==> config.mk <==
export PLATFORM = sky130hd
export DESIGN_NAME = encode_sched
export DESIGN_NICKNAME = d
export VERILOG_FILES = /design/src/rtl/encode_sched.sv
export SDC_FILE = /design/constraint.sdc
export NUM_CORES = 1
export LEC_CHECK = 0
export ABC_AREA = 1
export CAP_MARGIN = 30
export CORE_AREA = 2 2 61 63
export DETAILED_ROUTE_END_ITERATION = 10
export DIE_AREA = 0 0 63 65
export PLACE_DENSITY = 0.9
export REMOVE_ABC_BUFFERS = 1
export SLEW_MARGIN = 10
export SYNTH_ARGS = -nofsm -noshare
export SYNTH_HDL_FRONTEND = slang
export SYNTH_SLANG_ARGS = --single-unit
==> constraint.sdc <==
create_clock -name clk -period 1.8 [get_ports clk]
set_input_delay 0.36 -clock clk [delete_from_list [all_inputs] [get_ports clk]]
set_output_delay 0.36 -clock clk [all_outputs]
set_load 0.02 [all_outputs]
==> src/rtl/encode_sched.sv <==
// encode_sched: round-robin arbiter sharing one encode FSM between NREQ requesters,
// driving its start pulse and repeat input and detecting sequence completion.
module encode_sched #(
  parameter int NREQ = 4,
  parameter int CNTW = 4,
  parameter int TMO  = 16
) (
  input  logic                 clk,
  input  logic                 rst,
  input  logic [NREQ-1:0]      req,
  input  logic [NREQ*CNTW-1:0] rpt,
  input  logic                 enc_out,
  output logic                 mem,
  output logic                 a,
  output logic [NREQ-1:0]      gnt,
  output logic                 busy,
  output logic                 done,
  output logic                 err
);
  localparam int IW = $clog2(NREQ);
  localparam int TW = $clog2(TMO + 1);
  typedef enum logic [2:0] {IDLE, START, RUN, WAIT, DONE} state_t;
  state_t          state_q, state_d;
  logic [IW-1:0]   ptr_q, ptr_d, idx_q, idx_d, win_idx, k;
  logic [NREQ-1:0] gnt_q, gnt_d;
  logic [CNTW-1:0] rem_q, rem_d;
  logic [2:0]      ph_q, ph_d;
  logic [TW-1:0]   wcnt_q, wcnt_d;
  logic            seen_q, seen_d, err_q, err_d, win_ok;
  // first requester at or above ptr, wrapping
  always_comb begin
    win_ok = 1'b0;
    win_idx = '0;
    k = '0;
    for (int i = 0; i < NREQ; i++) begin
      k = IW'((int'(ptr_q) + i) % NREQ);
      if (!win_ok && req[k]) begin
        win_ok = 1'b1;
        win_idx = k;
      end
    end
  end
  always_comb begin
    state_d = state_q;
    ptr_d = ptr_q;
    idx_d = idx_q;
    gnt_d = gnt_q;
    rem_d = rem_q;
    ph_d = ph_q;
    wcnt_d = wcnt_q;
    seen_d = seen_q;
    err_d = err_q;
    case (state_q)
      IDLE: if (win_ok) begin
        idx_d = win_idx;
        gnt_d = NREQ'(1) << win_idx;
        rem_d = rpt[int'(win_idx)*CNTW +: CNTW];
        state_d = START;
      end
      START: begin
        ph_d = '0;
        seen_d = 1'b0;
        state_d = RUN;
      end
      // phase 4 ends on the edge where the encoder samples a
      RUN: if (ph_q == 3'd4) begin
        if (rem_q != '0) begin
          rem_d = rem_q - CNTW'(1);
          ph_d = '0;
        end else begin
          wcnt_d = '0;
          state_d = WAIT;
        end
      end else ph_d = ph_q + 3'd1;
      WAIT: begin
        seen_d = seen_q | enc_out;
        wcnt_d = wcnt_q + TW'(1);
        if (seen_q && !enc_out) state_d = DONE;
        else if (wcnt_q == TW'(TMO - 1)) begin
          err_d = 1'b1;
          state_d = DONE;
        end
      end
      DONE: begin
        ptr_d = (idx_q == IW'(NREQ - 1)) ? '0 : idx_q + IW'(1);
        gnt_d = '0;
        state_d = IDLE;
      end
      default: state_d = IDLE;
    endcase
  end
  always_ff @(posedge clk or posedge rst) begin
    if (rst) begin
      state_q <= IDLE;
      ptr_q <= '0;
      idx_q <= '0;
      gnt_q <= '0;
      rem_q <= '0;
      ph_q <= '0;
      wcnt_q <= '0;
      seen_q <= 1'b0;
      err_q <= 1'b0;
    end else begin
      state_q <= state_d;
      ptr_q <= ptr_d;
      idx_q <= idx_d;
      gnt_q <= gnt_d;
      rem_q <= rem_d;
      ph_q <= ph_d;
      wcnt_q <= wcnt_d;
      seen_q <= seen_d;
      err_q <= err_d;
    end
  end
  assign mem  = state_q == START;
  assign a    = (state_q == RUN) && (rem_q != '0);
  assign gnt  = gnt_q;
  assign busy = state_q != IDLE;
  assign done = state_q == DONE;
  assign err  = err_q;
endmodule

---- Word-level counts from Yosys, hierarchy flattened ----
Index checks and enable logic that the tools add are counted.
cells by class
  add/sub/neg operators ................... 7
  order comparisons ....................... 4
  eq/ne operators ......................... 13
  shifts and indexed selects .............. 2
  multiplexer cells ....................... 36
  bitwise operators ....................... 2
  reduce and logical (&&, ||, !) cells .... 24
operators by type and width
  kind                                                         count
  2-to-1 mux 3 bit                                             7
  2-to-1 mux 4 bit                                             4
  case mux 4 bit (2 select lines)                              2
  indexed part select 16 x 5 -> 4 bit                          1
  less-than comparator 2 x 3 -> 1 bit (second input constant)  4
  case mux 3 bit (4 select lines)                              1
  2-to-1 mux 2 bit                                             5
  2-to-1 mux 5 bit                                             2
  case mux 5 bit (2 select lines)                              1
  nonzero test 2 bit                                           5
  binary-select mux 1 bit (select 2 bit)                       4
  2-to-1 mux 1 bit                                             8
  != test 2 bit (second input constant)                        4
  AND reduction 4 bit                                          2
  equality test 3 x 2 -> 1 bit (second input constant)         2
  equality test 3 bit (second input constant)                  2
  != test 3 bit (second input constant)                        2
  case mux 3 bit (2 select lines)                              1
  AND reduction 2 bit                                          3
  AND reduction 3 bit                                          2
  adder 5 x 1 -> 5 bit (second input constant)                 1
  equality test 5 x 4 -> 1 bit (second input constant)         1
  logical AND 1 bit                                            5
  adder 2 x 1 -> 2 bit (second input constant)                 2
  13 further kinds                                             17
storage, ports and cells
  flip-flop bits (word level) ............. 25
  output and inout bits ................... 9
  logic and storage cells ................. 97

---- Logic depth before layout (Yosys ltp) ----
  word-level depth ........................ 15
  mapped depth ............................ 16

---- Worst setup path after synthesis ----
Ideal clock, no wire load.
  path kind ............................... register to register
  from .................................... reg ptr_q[0]
  to ...................................... reg rem_q[0]
  setup time .............................. 0.121 ns
  arrival ................................. 1.548 ns
  data required time ...................... 1.679 ns
  setup slack ............................. 0.131 ns
  stages on the path, launching flop included .. 15
  cells stage by stage .................... dfrtp_1 buf_6 nand2_2 nand2_4 nand2_2 nand2_2 nor2_4 nand3_1 nand3_2 nand2_2 buf_6 nand3_2 nand3_1 o21bai_1 nand2_1
between the ends
  word-level cells in the longest chain between the ends .. 15
  elaborated cells on any way between the ends .. 30
  classes of those cells .................. 3 x add/sub; 1 x eq/ne; 1 x shift; 18 x mux; 7 x reduce/logical
RTL lines
  what                                                           RTL line  RTL
  start: declaration                                             24        logic [IW-1:0] ptr_q, ptr_d, idx_q, idx_d, win_idx, k;
  start signal: assignment                                       105       ptr_q <= ptr_d;
  branches (longest 15 deep; another with adder 2 x 1 -> 2 bit)  -
  end signal: assignment                                         108       rem_q <= rem_d;
  end: declaration                                               26        logic [CNTW-1:0] rem_q, rem_d;
Parallel ways; which one is timed is not known. The select of a mux whose other input is x is not followed.
A chain may end at the register's enable or synchronous reset.

---- Worst setup path after layout ----
Ends and elaborated chain as after synthesis.

==> summary.txt <==
Global routing
  • GRT overflow: 0
  • Tot GR Track Use: 24.0%
  • First-pass GRT wire length: 7820 um
  • Initial antenna violation count: 0
  • Largest net degree at the start of global routing: 26
  • Vias in the first global route: 1776

Route
  • Initial DRC count: 173
  • Drt pass-1 iters: 7
  • Post-DRT Antenna Nets: 0
  • DR DRC count: 0
  • WL final: 5100 um
  • DR vias/cell: 5.37
  • Post-DR wirelength/cell: 14.4 um
  • Routed via count: 1906

Placed design
  • Pre-CTS setup slack: -0.397 ns
  • Hpwl dp: 3120 um
  • Placed inst area: 2290 um2
  • Final GP Congestion: 0.863
  • Port-buffer cells: 31

Timing
  • Fin crit period: 2.00 ns
  • Final slew viol count: 0
  • Max Clk Rate: 0.500 GHz
  • Slew @ Worst Pin: 0.328 ns
  • Worst Clk Skew: 0.00959 ns
  • RSZ-0062 raised after global routing: yes
  • Final Worst Setup Slack: -0.199 ns
  • Period utilisation layout: 111%
  • Final setup violation count: 12
  • Max transition margin: 78.2%
  • Final Hold Vio Count: 0

Logic synthesis
  • Fraction of registers with async set/reset: 100%
  • EDFF count, synth: 0
  • Post-Synthesis Cells: 236
  • Prevailing post-synth register cell: dfrtp_1
  • Yosys cell types: 31
  • Post-synthesis sequential area ratio: 35.8%
  • Syn_area_per_cell: 7.41 um2
  • Netlist Area Pre-Place: 1750 um2
  • Flops & latches, synth: 25
  • Ys Warns: 0

Floorplanning
  • Die span in x: 63 um
  • Die Ht: 65 um
  • I/O pin count: 32
  • FP Rows: 22
  • Core Area: 3500 um2
  • Die ar.: 4100 um2
  • Starting density of the core: 50.0%

Flow run
  • Max_cap viols: 0

Clock tree
  • Root Driver: clkbuf_4
  • H-tree levels: 1
  • CTS max path bufs: 2
  • Clock transition at path regs: 0.14 ns
  • Num CTS Buffers: 3
  • CTS tree: done
  • Hold Buf Count CTS: 0
  • Clk sinks: 25
  • Worst-Skew Late Latency: 0.32 ns

Worst setup path
  • CP Launch Point: ptr_q[0]
  • CP arrival: 2.27 ns
  • Worst reg2reg path depth: 13
  • Startpoint types: flip-flop
  • Critical path required time: 2.07 ns
  • Critical path capture point type: flip-flop
  • Worst path slowest cell: dfrtp_1
  • Crit-path cells: inv_2 > nand2_1 > nand3_2 > nand2_2 > nor2_4 > nand4_1 > buf_4 > buf_6 > nand2_4 > nand3_2 > nand2_1 > o21bai_1 > nand2_1
  • Crit Path Max Fanout: 6
  • Buf+Inv Stages, Crit Path: 3
  • Reg-to-reg startpoint: ptr_q[0]
  • Crit-path max cell delay: 0.44 ns
  • CP top delay family: simple AND/OR/NAND/NOR gates
  • Setup CP Type: reg2reg
  • Register-to-register setup slack: -0.20 ns
  • Crit-path most repeated cell: nand2_1
  • R2R Path End: rem_q[0]

Finish
  • Post-layout util: 72.8%
  • Sequential cell area: 626 um2
  • Share of layout cells above drive strength 1: 33.6%
  • Finished Cell Area: 2540 um2
  • Area of the multi-input gates: 1100 um2
  • Layout fillers: 242
  • # diodes: 0
  • Area grow syn2layout: 45.6%
  • Most frequent cells in the layout: 63 x nand2_1, 35 x buf_4, 27 x clkdlybuf4s50_1
  • Layout Nets: 337
  • Most common cell after layout, fill and taps aside: nand2_1

Min path
  • Worst hold path type: in2async

Status
  • Failing checks: setup timing
  • Status: finished, violations left

Pwr
  • Pwr Density: 2150 nW/um2
  • Pwr Total: 5.48 mW
  • VDD IR-drop max: 1.29 mV
  • Leak: 1.27 nW
==> metal layers <==
layer	GRT usage, %	vias up	part of all wire, %
li1	-	914	-
met1	27.8	901	39
met2	44.5	75	54
met3	4.51	16	4.7
met4	7.22	0	2.3
met5	0	-	0
==> worst max-delay path by stage <==
stage	endpoint	depth (start not counted)
final	rem_q[0]	13
after global routing	rem_q[2]	15
after CTS	rem_q[1]	15
after detailed placement	rem_q[1]	13
after global placement	rem_q[1]	13
after floorplan	rem_q[2]	13
==> cell families (layout without fill, tap and decap cells) <==
kind of cell,count (synthesis),in the layout,synth area share (%)
simple gates,136,137,38.4
flops,25,25,35.8
xor+xnor,3,3,1.50
buf+inv,37,107,9.31
fa+ha+maj,6,6,4.29
compound gates,29,29,10.7
==> synth_stat cells, drive strengths merged (3+ instances only) <==
library cell   n  area (um2)
a21oi          6        33.8
buf            4        38.8
dfrtp         25         626
ha             6        75.1
inv           33         124
nand2         85         344
nand3         23         135
nand4          9        71.3
nor2          14        80.1
nor3           3        15.0
o21ai         10        53.8
o21bai         3        22.5
o31ai          5        37.5
==> per-stage QoR <==
stage	hold WS [ns]	TNS (ns)	instances
after floorplan	0.387	-0.0801	232
after global placement	0.463	-3.58	339
after detailed placement	0.471	-4.14	339
after CTS	0.382	-0.203	352
after global routing	0.421	-3.10	355
final	0.372	-1.55	355
==> state kept, by name (all words and copies together) (netlist names) <==
| register | flops |
|---|---|
| ptr_q | 2 |
| wcnt_q | 5 |
| seen_q | 1 |
| gnt | 4 |
| rem_q | 4 |
| idx_q | 2 |
| state_q | 3 |
| err | 1 |
| ph_q | 3 |
==> timing repair <==
item | 4_1_cts | 5_1_grt
pin swaps | 9 | 10
setup endpoints to repair | 15 | 19
resized for setup | 36 | 28
setup buffers | 8 | 3
cloned | 1 | 0
==> area by class of cell <==
cell class | count | share of cell area (%)
Multi-Input combinational cell | 175 | 43.3
Sequential cell | 25 | 24.6
Timing Repair Buffer | 70 | 23.7
Inverter | 33 | 4.97
Tap cell | 48 | 2.36
Clock buffer | 4 | 1.03
==> power by group <==
group	internal [mW]	total, mW	switching, mW
Sequential	0.813	0.998	0.185
Combinational	1.83	4.23	2.40
Clock	0.0867	0.250	0.164
==> worst register-to-register path: stages (launching register included) <==
cell,delay (ns)
dfrtp_1,0.44
inv_2,0.13
nand2_1,0.13
nand3_2,0.11
nand2_2,0.09
nor2_4,0.23
nand4_1,0.16
buf_4,0.19
buf_6,0.11
nand2_4,0.08
nand3_2,0.08
nand2_1,0.09
o21bai_1,0.07
nand2_1,0.05
Note: power is estimated with default switching activity, not from simulation.
